`src/rtl/note_scheduler_pkg.sv`:
```
// rtl/note_scheduler_pkg.sv - shared state enum and default sizing for the note scheduler
package note_sched_pkg;

  typedef enum logic [1:0] {
    ST_IDLE  = 2'd0,
    ST_RUN   = 2'd1,
    ST_PAUSE = 2'd2,
    ST_DONE  = 2'd3
  } state_e;

  localparam int LANES_DEF = 4;
  localparam int DEPTH_DEF = 64;
  localparam int TICKS_DEF = 4;
  localparam int ADDR_W    = $clog2(DEPTH_DEF);
  localparam int LEN_W     = ADDR_W + 1;

endpackage

```
`src/rtl/note_scheduler_if.sv`:
```
// rtl/note_scheduler_if.sv - control, chart-write and strobe bundle of the note scheduler
interface note_scheduler_if import note_sched_pkg::*; #(
  parameter int LANES = LANES_DEF,
  parameter int DEPTH = DEPTH_DEF
);

  localparam int AW = $clog2(DEPTH);
  localparam int LW = AW + 1;

  logic          start;
  logic          pause;
  logic [LW-1:0] len;
  logic          wr_en;
  logic [AW-1:0] wr_addr;
  logic [LANES-1:0] wr_data;
  logic [LANES-1:0] map;
  logic          busy;
  logic          done;
  logic [AW-1:0] step_idx;

  // Game control / chart loader side
  modport master (
    output start, pause, len, wr_en, wr_addr, wr_data,
    input  map, busy, done, step_idx
  );

  // Scheduler side
  modport slave (
    input  start, pause, len, wr_en, wr_addr, wr_data,
    output map, busy, done, step_idx
  );

endinterface

```
`src/rtl/note_scheduler_tempo_divider.sv`:
```
// rtl/note_scheduler_tempo_divider.sv - tick counter producing one terminal pulse per chart step
module tempo_divider #(
  parameter int TICKS = 4
) (
  input  logic clk,
  input  logic reset,
  input  logic clear,
  input  logic hold,
  output logic terminal
);

  localparam int TW = $clog2(TICKS);
  localparam logic [TW-1:0] LAST = TW'(TICKS - 1);

  logic [TW-1:0] tick_q, tick_d;

  // Clear restarts the step; hold freezes the tick (idle or paused)
  always_comb begin
    tick_d = tick_q;
    if (clear) begin
      tick_d = '0;
    end else if (!hold) begin
      tick_d = (tick_q == LAST) ? '0 : tick_q + 1'b1;
    end
  end

  // Tick register
  always_ff @(posedge clk or posedge reset) begin
    if (reset) tick_q <= '0;
    else       tick_q <= tick_d;
  end

  assign terminal = !clear && !hold && (tick_q == LAST);

endmodule

```
`src/rtl/note_scheduler.sv`:
```
// rtl/note_scheduler.sv - chart sequencer issuing per-lane spawn strobes; NOTE_SCHED_LOOP_EN enables endless looping
module note_scheduler import note_sched_pkg::*; #(
  parameter int LANES          = LANES_DEF,
  parameter int DEPTH          = DEPTH_DEF,
  parameter int TICKS_PER_STEP = TICKS_DEF
) (
  input  logic              clk,
  input  logic              reset,
  note_scheduler_if.slave   bus
);

  localparam int AW = $clog2(DEPTH);
  localparam int LW = AW + 1;

  state_e           state_q, state_d;
  logic [AW-1:0]    step_q, step_d;
  logic [LW-1:0]    len_q, len_d;
  logic [LANES-1:0] map_q, map_d;
  logic [LANES-1:0] chart_q [DEPTH];

  logic idle_or_done;
  logic start_ok;
  logic active;
  logic fire;
  logic last_step;

  assign idle_or_done = (state_q == ST_IDLE) || (state_q == ST_DONE);
  assign start_ok     = idle_or_done && bus.start;
  // A PAUSE cycle with pause released behaves like a RUN cycle, so a pause of P cycles delays by exactly P
  assign active       = !idle_or_done && !bus.pause;
  assign last_step    = ({1'b0, step_q} == (len_q - LW'(1)));

  tempo_divider #(.TICKS(TICKS_PER_STEP)) u_tempo (
    .clk      (clk),
    .reset    (reset),
    .clear    (start_ok),
    .hold     (!active),
    .terminal (fire)
  );

  // Chart storage; only writable while not playing
  always_ff @(posedge clk) begin
    if (bus.wr_en && idle_or_done) chart_q[bus.wr_addr] <= bus.wr_data;
  end

  // Playback sequencing: next state, step advance and strobe selection
  always_comb begin
    state_d = state_q;
    step_d  = step_q;
    len_d   = len_q;
    map_d   = '0;
    case (state_q)
      ST_IDLE, ST_DONE: begin
        if (bus.start) begin
          len_d   = bus.len;
          step_d  = '0;
          state_d = (bus.len == '0) ? ST_DONE : ST_RUN;
        end
      end
      default: begin
        if (bus.pause) begin
          state_d = ST_PAUSE;
        end else begin
          state_d = ST_RUN;
          if (fire) begin
            map_d  = chart_q[step_q];
            step_d = step_q + 1'b1;
            if (last_step) begin
`ifdef NOTE_SCHED_LOOP_EN
              step_d = '0;
`else
              state_d = ST_DONE;
`endif
            end
          end
        end
      end
    endcase
  end

  // Playback state registers
  always_ff @(posedge clk or posedge reset) begin
    if (reset) begin
      state_q <= ST_IDLE;
      step_q  <= '0;
      len_q   <= '0;
      map_q   <= '0;
    end else begin
      state_q <= state_d;
      step_q  <= step_d;
      len_q   <= len_d;
      map_q   <= map_d;
    end
  end

  assign bus.map      = map_q;
  assign bus.busy     = (state_q == ST_RUN) || (state_q == ST_PAUSE);
  assign bus.done     = (state_q == ST_DONE);
  assign bus.step_idx = step_q;

endmodule

```
`src/flat_wrapper.sv`:
```
// flat-port wrapper written by rule: the top's interface ports become plain ports
module note_scheduler_flat import note_sched_pkg::*;
#(
  parameter int LANES          = LANES_DEF,
  parameter int DEPTH          = DEPTH_DEF,
  parameter int TICKS_PER_STEP = TICKS_DEF
)
  (clk, reset, bus_start, bus_pause, bus_len, bus_wr_en, bus_wr_addr, bus_wr_data, bus_map, bus_busy, bus_done, bus_step_idx);
  note_scheduler_if #(.LANES(LANES), .DEPTH(DEPTH)) bus_i ();
  input  logic clk;
  input  logic reset;
  input wire logic [$bits(bus_i.start)-1:0] bus_start;
  input wire logic [$bits(bus_i.pause)-1:0] bus_pause;
  input wire logic [$bits(bus_i.len)-1:0] bus_len;
  input wire logic [$bits(bus_i.wr_en)-1:0] bus_wr_en;
  input wire logic [$bits(bus_i.wr_addr)-1:0] bus_wr_addr;
  input wire logic [$bits(bus_i.wr_data)-1:0] bus_wr_data;
  output wire logic [$bits(bus_i.map)-1:0] bus_map;
  output wire logic [$bits(bus_i.busy)-1:0] bus_busy;
  output wire logic [$bits(bus_i.done)-1:0] bus_done;
  output wire logic [$bits(bus_i.step_idx)-1:0] bus_step_idx;
  assign bus_i.start = bus_start;
  assign bus_i.pause = bus_pause;
  assign bus_i.len = bus_len;
  assign bus_i.wr_en = bus_wr_en;
  assign bus_i.wr_addr = bus_wr_addr;
  assign bus_i.wr_data = bus_wr_data;
  assign bus_map = bus_i.map;
  assign bus_busy = bus_i.busy;
  assign bus_done = bus_i.done;
  assign bus_step_idx = bus_i.step_idx;
  note_scheduler #(.LANES(LANES), .DEPTH(DEPTH), .TICKS_PER_STEP(TICKS_PER_STEP)) u_core (.clk(clk), .reset(reset), .bus(bus_i));
endmodule
```
`config.mk`:
```
export PLATFORM = sky130hd
export DESIGN_NAME = note_scheduler_flat
export DESIGN_NICKNAME = d
export VERILOG_FILES = /design/src/rtl/note_scheduler_pkg.sv /design/src/rtl/note_scheduler_if.sv /design/src/rtl/note_scheduler_tempo_divider.sv /design/src/rtl/note_scheduler.sv /design/src/flat_wrapper.sv
export SDC_FILE = /design/constraint.sdc
export NUM_CORES = 1
export LEC_CHECK = 0
export ABC_AREA = 1
export CAP_MARGIN = 40
export CORE_MARGIN = 2
export CORE_UTILIZATION = 55
export DETAILED_ROUTE_END_ITERATION = 16
export PLACE_DENSITY = 0.69
export SLEW_MARGIN = 10
export SYNTH_ARGS = -nofsm -noshare
export SYNTH_HDL_FRONTEND = slang
export SYNTH_SLANG_ARGS = --single-unit
```
`constraint.sdc`:
```
create_clock -name clk -period 4.95 [get_ports clk]
set_input_delay 1.2375 -clock clk [delete_from_list [all_inputs] [get_ports clk]]
set_output_delay 1.2375 -clock clk [all_outputs]
set_load 0.02 [all_outputs]
```
; After elaboration in Yosys (flattened, before gate mapping)
; Memory sizes are Yosys's and may differ from the RTL's.
; Index checks and enable logic that the tools add are counted.
[word_totals]
regBits = 21
latch_bits = 0
ramBits = 256
romBits = 0
inputBits = 22
output_inout_bits = 12
elab_cells = 51
memories = 1
[classes]
n_addsub = 3
mul = 0
n_div = 0
magnitude_cmp = 0
n_eq_ne = 7
shift = 0
muxes = 18
bitwise_logic = 0
n_reduce_logical = 17
[mem_list]
columns = name, words, word_bits, rd, rd_clocked_by_memory_dff, wr, line_no
row1 = u_core.chart_q, 64, 4, 1, 0, 1, note_scheduler.sv:19  ; logic [LANES-1:0] chart_q [DEPTH];
[ops]
columns = cell, n
row1 = $mux 6, 4
row2 = $mux 2, 9
row3 = $mux 4, 3
row4 = $eq 6x7->1, 1
row5 = $logic_not 7->1, 1
row6 = $sub 7x1->7 const B, 1
row7 = $add 6x1->6 const B, 1
row8 = $eq 2x2->1 const B, 3
row9 = $logic_and 1x1->1, 5
row10 = $reduce_bool 2->1, 2
row11 = $logic_not 1->1, 3
row12 = $reduce_and 3->1, 1
row13 = $add 2x1->2 const B, 1
row14 = $eq 2x1->1 const B, 1
row15 = $logic_not 2->1, 1
row16 = $logic_or 1x1->1, 2
row17 = $mux 1, 2
row18 = $ne 2x1->1 const B, 1
row19 = $ne 2x2->1 const B, 1
row20 = $reduce_and 2->1, 1
row21 = $reduce_or 2->1, 1

; Depth between registers and ports, before layout
[logic_depth]
ltp_word = 9
mapped_depth = 13
depth_no_buf = 13

; By module
; A second synthesis with hierarchy kept.
[unflattened]
cells_unflattened = 1159
area_unflattened_um2 = 11970.2
[modules_own_cells]
columns = mod, instances, cells_each, area_each_um2, seq_area_each_um2
row1 = note_scheduler, 1, 1145, 11857.6, 8162.8
row2 = tempo_divider, 1, 14, 112.6, 50.0

; Worst setup path before layout
; No wires, ideal clock.
[synth_path]
path_type = input port to flip-flop
startpoint = input bus_wr_en
endpoint = memory u_core.chart_q[0][0] (netlist bit), enable pin
setup_time_ns = 0.330
arrival_time_ns = 2.106
required_time_ns = 4.620
path_slack_ns = 2.514
path_stages = 4
n_path_buf = 0
path_cell_list = inv_1 -> nor2_1 -> nand4_1 -> nor2_1
[synth_via]
elab_chain_len = 3
[synth_lines]
columns = element, line_no
row1 = start: declaration, flat_wrapper.sv:15  ; input wire logic [$bits(bus_i.wr_en)-1:0] bus_wr_en;
row2 = $logic_and 1x1->1, note_scheduler.sv:43  ; if (bus.wr_en && idle_or_done) chart_q[bus.wr_addr] <= bus.wr_data;
row3 = $mux 1, note_scheduler.sv:43
row4 = $mux 1 (not written as such), note_scheduler.sv:43
row5 = end: declaration, note_scheduler.sv:19
; No other way between the ends.

; Worst setup path after layout
[layout_path]
startpoint = input bus_wr_en
endpoint = memory u_core.chart_q[37][0] (netlist bit), enable pin
; Same word-level chain as after synthesis.

==> qor.yml <==
worst_ep_arrival_time_ns: 3.61
holdBufCountCts: 0
slowest_delay_ns: 0.78
synth_area_leaders: "edfxtp_1, nand2_1, nand3_1, dfrtp_1, nor2_1"
synth_area_mm2: 0.0117
p_leak_nw: 4.96
holdCritPathClass: "reg2reg"
cap_violations: 0
viasPerCell: 5.59
synth_top_area_cell: "edfxtp_1"
r2r_slack_ns: 1.93
post_cts_resized: 0
crit_required_ns: 5.14
clock_path_buffers: 3
path_buf_inv: 2
period_share_pct: 68.9
p_clk_share_pct: 35.5
async_reset_ff_share_pct: 7.58
crit_path_end_kind: "flip-flop"
wirelength_um: 27300
synthTopCellsByCount: "nand2_1, edfxtp_1, nand3_1"
antenna_left: 0
dpl-instance-area_mm2: 0.0123
diodes: 0
grt_pass1_wl_um: 41300
slew_headroom_pct: 41.7
cts_buffers: 28
hold_viol: 0
grt_overflow: 0
rows: 53
routedWlPerCell_um: 19.3
cp_max_fo: 8
setup_tns_ns: 0
drv_slew: 0
grt_pass1_vias: 7681
grtUsageTotal_pct: 25.1
setup_viol: 0
start_util_pct: 55.8
die_w_um: 150
cp_common_cell: "nor2_1"
syn_inst: 1093
startpoint_type: "primary input"
vias: 7906
crit_family: "simple AND/OR/NAND/NOR gates"
cp_cell_sequence: "clkdlybuf4s50_1 > inv_1 > nor2_1 > nand4_1 > nor2_1"
yosysUniqueCellTypes: 25
status: "finished clean"
power.switching_mw: 1.48
die-area_mm2: 0.0224
die_h_um: 150
stdcell_area_mm2: 0.0132
ys_seq_elements: 277
power.density_mw_per_mm2: 418
synth_edf_count: 256
place_congestion: 0.846
cts_root_buf: "clkbuf_16"
cts_tree: "done"
syn_nets: 1119
syn_avg_cell_area_um2: 10.7
critPathKind: "in2reg"
first_pass_iters: 5
synth_top_area_share_pct: 65.8
ys_seq_area_share_pct: 70.2
hpwl_um: 17400
io_buffers: 33
power_mw: 5.51
fin_nets: 1147
ys.flop_type: "edfxtp_1"
ir_drop_v: 0.000309
max_freq_ghz: 0.293
worst_path_max_delay_cell: "nand4_1"
clk_latency_ns: 0.55
coreArea_mm2: 0.0210
pin_count: 34
fin_crit_ns: 3.41
cts_max_level: 1
rsz0062_at_grt: "false"
tightest_slew_ns: 0.874
clock-sinks: 277
pwr-share-comb_pct: 15.9
n_fill_cell: 1699
drive_gt1_share_pct: 5.53
switching_share_pct: 26.9
synth.most_common_cell: "nand2_1"
antenna_found_initial: 0
p_int_mw: 4.03
post-cts-setup-buffers: 0
remaining_drc_errors: 0
finClkSkew_ns: 0.0187
grt_max_degree: 93
p_seq_share_pct: 48.6
ys.warnings.count: 0
drtIter0Drc: 931
clk_pin_slew_ns: 0.06
syn_to_final_growth_pct: 12.7
power by group through the flow:
stage	Sequential, mW	Combinational [mW]	Clock, mW
after floorplan	2.71	0.579	0
after global placement	2.72	0.836	0
after detailed placement	2.72	0.869	0
after CTS	2.68	0.872	1.99
after global routing	2.69	0.985	2.08
final	2.68	0.875	1.96
worst reg2reg max path: stages (launching register included):
cell and delay, ns:
dfrtp_1 0.38, ha_1 0.37, nor2_1 0.58, nand4_1 0.78
nor2_1 0.57
cell usage in the layout (no fill, tap or decap), types with 2 or more instances in the layout:
cell type	netlist	routed
clkinv_2	0	7
nor3_1	7	7
clkbuf_1	8	3
buf_2	32	4
ha_1	4	4
a21oi_1	40	40
clkinv_1	0	7
buf_16	0	2
clkdlybuf4s50_1	0	29
buf_12	0	5
nand2_1	412	412
nand3_1	144	144
xnor2_1	2	2
edfxtp_1	256	256
dfrtp_1	21	20
nor2_1	99	99
clkbuf_16	0	28
inv_2	3	2
o21ai_0	10	10
inv_1	26	26
bufinv_16	0	2
buf_4	5	8
nand4_1	11	11
registers in the layout, summed over array words and instances, names as in the netlist:
signal,flops
u_core.u_tempo.tick_q,2
u_core.bus.step_idx,6
u_core.len_q,7
u_core.state_q,2
u_core.chart_q,256
u_core.bus.map,4
final timing paths:
| path | startpoint | end | depth (start not counted) |
|---|---|---|---|
| max reg2reg | u_core.state_q[0]$_DFFE_PP0P_ | u_core.chart_q[37][0]$_DFFE_PP_ | 4 |
| min in group asynchronous | reset | u_core.u_tempo.tick_q[1]$_DFFE_PP0P_ | 2 |
| max in group asynchronous | reset | u_core.bus.step_idx[0]$_DFFE_PP0P_ | 3 |
| min | u_core.state_q[1]$_DFFE_PP0P_ | u_core.state_q[1]$_DFFE_PP0P_ | 2 |
| max | bus_wr_en | u_core.chart_q[37][0]$_DFFE_PP_ | 5 |
| min reg2reg | u_core.state_q[1]$_DFFE_PP0P_ | u_core.state_q[1]$_DFFE_PP0P_ | 2 |
stage by stage:
stage | hold slack (ns) | util [%] | setup slack, ns | instances
floorplan | 0.453 | - | 2.51 | 1093
global placement | 0.478 | 58.0 | 1.19 | 1359
detailed placement | 0.483 | 58.7 | 1.10 | 1365
CTS | 0.498 | 62.8 | 1.67 | 1413
global route | 0.530 | 62.9 | 1.52 | 1414
finish | 0.489 | 62.9 | 1.54 | 1414
layout make-up:
cell class	instances	area, um2	area share (%)
Tap cell	275	344	2.61
Clock buffer	31	712	5.41
Clock inverter	17	140	1.06
Inverter	29	110	0.836
Timing Repair Buffer	48	526	3.99
Sequential cell	277	8220	62.4
Multi-Input combinational cell	737	3120	23.7
per-layer routing:
layer	vias up	track usage (%)	part of all wire [%]
li1	3793	-	-
met1	3714	34.9	42
met2	330	40.6	47
met3	69	3.90	8.3
met4	0	8.96	3.4
met5	-	0	0
kinds of logic (layout without fill, tap and decap cells):
logic type	Yosys count	after routing	synth area share [%]
compound gates	53	53	2.33
flops	277	277	70.2
fa+ha+maj	4	4	0.428
simple gates	677	677	23.7
buf+inv	79	125	3.04
xor+xnor	3	3	0.225
(Power assumes the default switching activity.)
